--- config.mk ---
export PLATFORM = sky130hd
export DESIGN_NAME = seq_multiplier
export DESIGN_NICKNAME = d
export VERILOG_FILES = /design/src/rtl/seq_multiplier.sv
export SDC_FILE = /design/constraint.sdc
export NUM_CORES = 1
export LEC_CHECK = 0
export BUFFER_PORTS_ARGS = -buffer_cell sky130_fd_sc_hd__buf_2
export CAP_MARGIN = 30
export CORE_MARGIN = 8
export CORE_UTILIZATION = 43
export DETAILED_ROUTE_END_ITERATION = 8
export GPL_ROUTABILITY_DRIVEN = 0
export GPL_TIMING_DRIVEN = 0
export PLACE_DENSITY_LB_ADDON = 0.12
export RECOVER_POWER = 50
export SETUP_SLACK_MARGIN = 0.2
export SYNTH_ARGS = -nofsm -noshare
export SYNTH_HDL_FRONTEND = slang
export SYNTH_SLANG_ARGS = --single-unit
--- constraint.sdc ---
create_clock -name clk -period 3.7 [get_ports clk]
set_clock_uncertainty 0.05 [all_clocks]
set_input_delay 0.555 -clock clk [delete_from_list [all_inputs] [get_ports clk]]
set_output_delay 0.555 -clock clk [all_outputs]
set_load 0.02 [all_outputs]
--- src/rtl/seq_multiplier.sv ---
// rtl/seq_multiplier.sv - iterative shift-add unsigned multiplier, WIDTH x WIDTH -> 2*WIDTH
// Retires one multiplier bit per clock and stops early once the remaining multiplier bits are zero.
module seq_multiplier #(
  parameter int WIDTH = 32
) (
  input  logic               clk,
  input  logic               rst_n,
  input  logic               in_valid,
  output logic               in_ready,
  input  logic [WIDTH-1:0]   multiplicand,
  input  logic [WIDTH-1:0]   multiplier,
  output logic               out_valid,
  input  logic               out_ready,
  output logic [2*WIDTH-1:0] product,
  output logic               busy
);

  typedef enum logic [1:0] {IDLE, RUN, DONE} state_t;

  state_t               state_q, state_d;
  logic [2*WIDTH-1:0]   mcand_q, mcand_d;
  logic [WIDTH-1:0]     mplr_q, mplr_d;
  logic [2*WIDTH-1:0]   acc_q, acc_d;
  logic                 in_ready_q, in_ready_d;
  logic                 out_valid_q, out_valid_d;
  logic                 busy_q, busy_d;

  always_comb begin
    state_d = state_q;
    mcand_d = mcand_q;
    mplr_d  = mplr_q;
    acc_d   = acc_q;
    case (state_q)
      IDLE: begin
        if (in_valid) begin
          mcand_d = {{WIDTH{1'b0}}, multiplicand};
          mplr_d  = multiplier;
          acc_d   = '0;
          state_d = RUN;
        end
      end
      RUN: begin
        if (mplr_q[0]) begin
          acc_d = acc_q + mcand_q;
        end
        mcand_d = mcand_q << 1;
        mplr_d  = mplr_q >> 1;
        // A zero multiplier still spends exactly one cycle here.
        if (mplr_d == '0) begin
          state_d = DONE;
        end
      end
      DONE: begin
        if (out_ready) begin
          state_d = IDLE;
        end
      end
      default: state_d = IDLE;
    endcase
    // Handshake flags are registered copies of the next state, so no input reaches them combinationally.
    in_ready_d  = (state_d == IDLE);
    out_valid_d = (state_d == DONE);
    busy_d      = (state_d == RUN);
  end

  always_ff @(posedge clk or negedge rst_n) begin
    if (!rst_n) begin
      state_q     <= IDLE;
      mcand_q     <= '0;
      mplr_q      <= '0;
      acc_q       <= '0;
      in_ready_q  <= 1'b1;
      out_valid_q <= 1'b0;
      busy_q      <= 1'b0;
    end else begin
      state_q     <= state_d;
      mcand_q     <= mcand_d;
      mplr_q      <= mplr_d;
      acc_q       <= acc_d;
      in_ready_q  <= in_ready_d;
      out_valid_q <= out_valid_d;
      busy_q      <= busy_d;
    end
  end

  assign in_ready  = in_ready_q;
  assign out_valid = out_valid_q;
  assign busy      = busy_q;
  assign product   = acc_q;

endmodule

==> flow_summary.yaml <==
detailed_routing:
  avgRoutedWirePerCell_um: 18.5
  detail_route.drc_violations: 0
  vias: 9863
  dr.first_iter.drc_count: 600
  detailedRoute.firstPassIterationCount: 5
  antenna_left: 0
  via_per_inst: 5.72
  totalWireLength_um: 31900
sta:
  slew_headroom_pct: -86.9
  finalSetupViolations: 0
  timing.final.hold_violations: 0
  timing_max_transition_violations_final: 58
  timing.fmax_mhz: 299
  finalHoldWorstSlack_ps: 343
  unrepaired_setup_endpoints_after_global_routing: "no"
  final_min_period_over_clock_period_pct: 90.5
  finalWorstPathRequiredPeriod_ps: 3350
  total_neg_setup_slack_ps: 0
  worstMarginPinSlew_ps: 2800
grt:
  grt_max_degree: 109
  initial_antenna_violation_count: 0
  grt.total_usage_pct: 20.9
  first_global_vias: 9924
  wire_length_of_the_first_global_routing_pass_um: 52300
  grt_remaining_overflow: 0
power:
  total_power_w: 0.0119
  cellPowerDensity_nw_per_um2: 958
  max-vdd-ir-drop_mv: 0.378
  power.static_leakage_nw: 5.80
synth:
  avgSynthCellArea_um2: 8.78
  mappedNetlistNets: 1355
  synth.lib_cells_used.distinct: 73
  ys_warn_count: 0
  synth_ff_type: "sky130_fd_sc_hd__dfrtp_1"
  synth.ff_latch_count: 165
  yosysTopAreaCell: "sky130_fd_sc_hd__dfrtp_1"
  synthDominantCellAreaShare_pct: 38.2
  number_of_synthesized_flops_with_an_enable_pin: 0
  synth_sequential_area_ratio_pct: 38.5
  synthesis.area_um2: 10700
  asyncSetResetFlopFracSynth_pct: 100
  post_synth_inst_count: 1223
  synth.area.top_cells: "sky130_fd_sc_hd__dfrtp_1 38%, sky130_fd_sc_hd__ha_1 7.3%, sky130_fd_sc_hd__o21ai_0 6.8%"
finish:
  synthToLayoutAreaGrowth_pct: 16.0
  most-common-layout-cells: "164 x sky130_fd_sc_hd__dfrtp_1, 144 x sky130_fd_sc_hd__o21ai_0, 142 x sky130_fd_sc_hd__nand2_1, 115 x sky130_fd_sc_hd__a21oi_1, 106 x sky130_fd_sc_hd__buf_2"
  drive_gt1_share_pct: 11.8
  antennaDiodeCount: 0
  postLayoutCoreUtil_pct: 50.2
  layout_commonest_cell: "sky130_fd_sc_hd__dfrtp_1"
  finish.cell_count_without_fillers: 1723
  layout.nets: 1512
floorplanning:
  floorplan.die.height_um: 174
  die-width_um: 174
  core_um2: 24800
  initial_core_util_pct: 43.3
  design.die.area_um2: 30300
  floorplan.rows: 58
  design.portCount: 135
setup_path:
  path_max_fanout: 4
  timing.critical_path.slowest_cell_delay_ps: 450
  crit_path_leading_delay_family: "compound AO/OA/AOI/OAI gates"
  startpoint_class: "flop"
  crit_slowest_cell: "sky130_fd_sc_hd__a221oi_2"
  critical_path.cell_chain: "ha_1 -> a211oi_1 -> o21bai_1 -> a211oi_2 -> o311ai_4 -> a221oi_2 -> nor3_1 -> a211oi_2 -> o31ai_1 -> or2_1"
  crit_type: "reg -> reg"
  critical-path-top-cell-by-count: "sky130_fd_sc_hd__a211oi_2"
  endpoint_kind: "flop"
  critical_path.n_buffers_inverters: 0
  worst_ep_arrival_time_ps: 3610
  cp_data_required_time_ps: 3960
cts:
  clockRootBuffer: "sky130_fd_sc_hd__clkbuf_16"
  worst_setup_hold_path_clk_slew_ps: 80
  hold_buffers: 0
  clock_insertion_delay_worst_skew_ps: 440
  tritoncts_clock_tree: "yes"
  cts_buffers: 17
  numClockSinks: 165
  h_tree_depth: 4
  clock_tree.buffer_depth: 2
job:
  drv_cap: 1
placement:
  dp_cells: 1689
  place.port_buffers: 134
  place_hpwl_um: 24100
run_status:
  run_status: "finished, violations left"
  failed_checks: "max-capacitance violations, max-slew violations"
worst_hold_path:
  hp-class: "in -> reg"
power breakdown:
group	internal, W	switching (W)	total [W]
Combinational	0.00251	0.00432	0.00684
Clock	0.000916	0.000897	0.00181
Sequential	0.00256	0.000717	0.00328
worst reg2reg max path: stages, from the launching register on:
cell and delay [ps]:
sky130_fd_sc_hd__dfrtp_1 420, sky130_fd_sc_hd__ha_1 320, sky130_fd_sc_hd__a211oi_1 320, sky130_fd_sc_hd__o21bai_1 220, sky130_fd_sc_hd__a211oi_2 330, sky130_fd_sc_hd__o311ai_4 190
sky130_fd_sc_hd__a221oi_2 450, sky130_fd_sc_hd__nor3_1 130, sky130_fd_sc_hd__a211oi_2 430, sky130_fd_sc_hd__o31ai_1 140, sky130_fd_sc_hd__or2_1 220
kinds of logic after synthesis:
kind of cell	after synthesis	synth area share, %
AOI/OAI and AO/OA	468	27.7
xor gates and xnor gates	45	3.67
adders and majority gates	64	7.53
buffers and inverters	99	3.59
DFF	165	38.5
muxes	31	2.89
and+or+nand+nor	351	16.1
layer usage:
layer | routed length [um] | track usage, %
met1 | 15300 | 28.6
met4 | 354 | 4.74
met3 | 1340 | 4.10
met2 | 14900 | 33.7
met5 | 0 | 0
synthesized netlist by cell type (all sizes together) (9+ instances only):
cell	instances
inv	24
nor4	12
mux2i	31
ha	63
nand3	26
a21o	37
nand2	142
xor2	25
nand2b	11
nand4	23
a22oi	35
xnor2	20
a211oi	11
a21oi	119
nor2	42
o21bai	12
nor3	21
o31ai	9
clkbuf	66
a22o	36
dfrtp	164
nor2b	44
o21ai	154
buf	9
state kept, by name, indices dropped and copies added, names as in the netlist:
signal     count
out_valid      1
mcand_q       64
in_ready       1
busy           1
product       64
mplr_q        32
state_q        2
path summary, 6_finish.rpt:
check,endpoint,depth (start not counted),slack (ps),start
min,mplr_q[21],3,340,multiplier[21]
max in group asynchronous,mcand_q[9],1,830,rst_n
min in group asynchronous,mcand_q[41],1,1160,rst_n
max reg2reg,product[63],10,350,product[1]
max,product[63],10,350,product[1]
min reg2reg,product[33],2,470,product[33]
cell type report:
cell class | instances | area, um^2
fillers | 2491 | 12400
multi-input cells | 959 | 6230
flip-flops and latches | 165 | 4130
repair buffers | 138 | 686
clock buffers | 17 | 425
well taps | 330 | 413
plain buffers | 75 | 295
clock inverters | 15 | 178
inverters | 24 | 90.1
stage by stage:
stage               cell area [um^2]  setup slack [ps]
detailed placement             11900               228
finish                         12500               351
floorplan                      10700               793
global placement               11800              -768
CTS                            12500               214
global route                   12500               209
repair_timing:
action                     CTS  global route
resized for setup            0             4
buffers inserted             0             2
setup endpoints to repair    0            13
No activity file was read; power rests on OpenSTA's default activity.
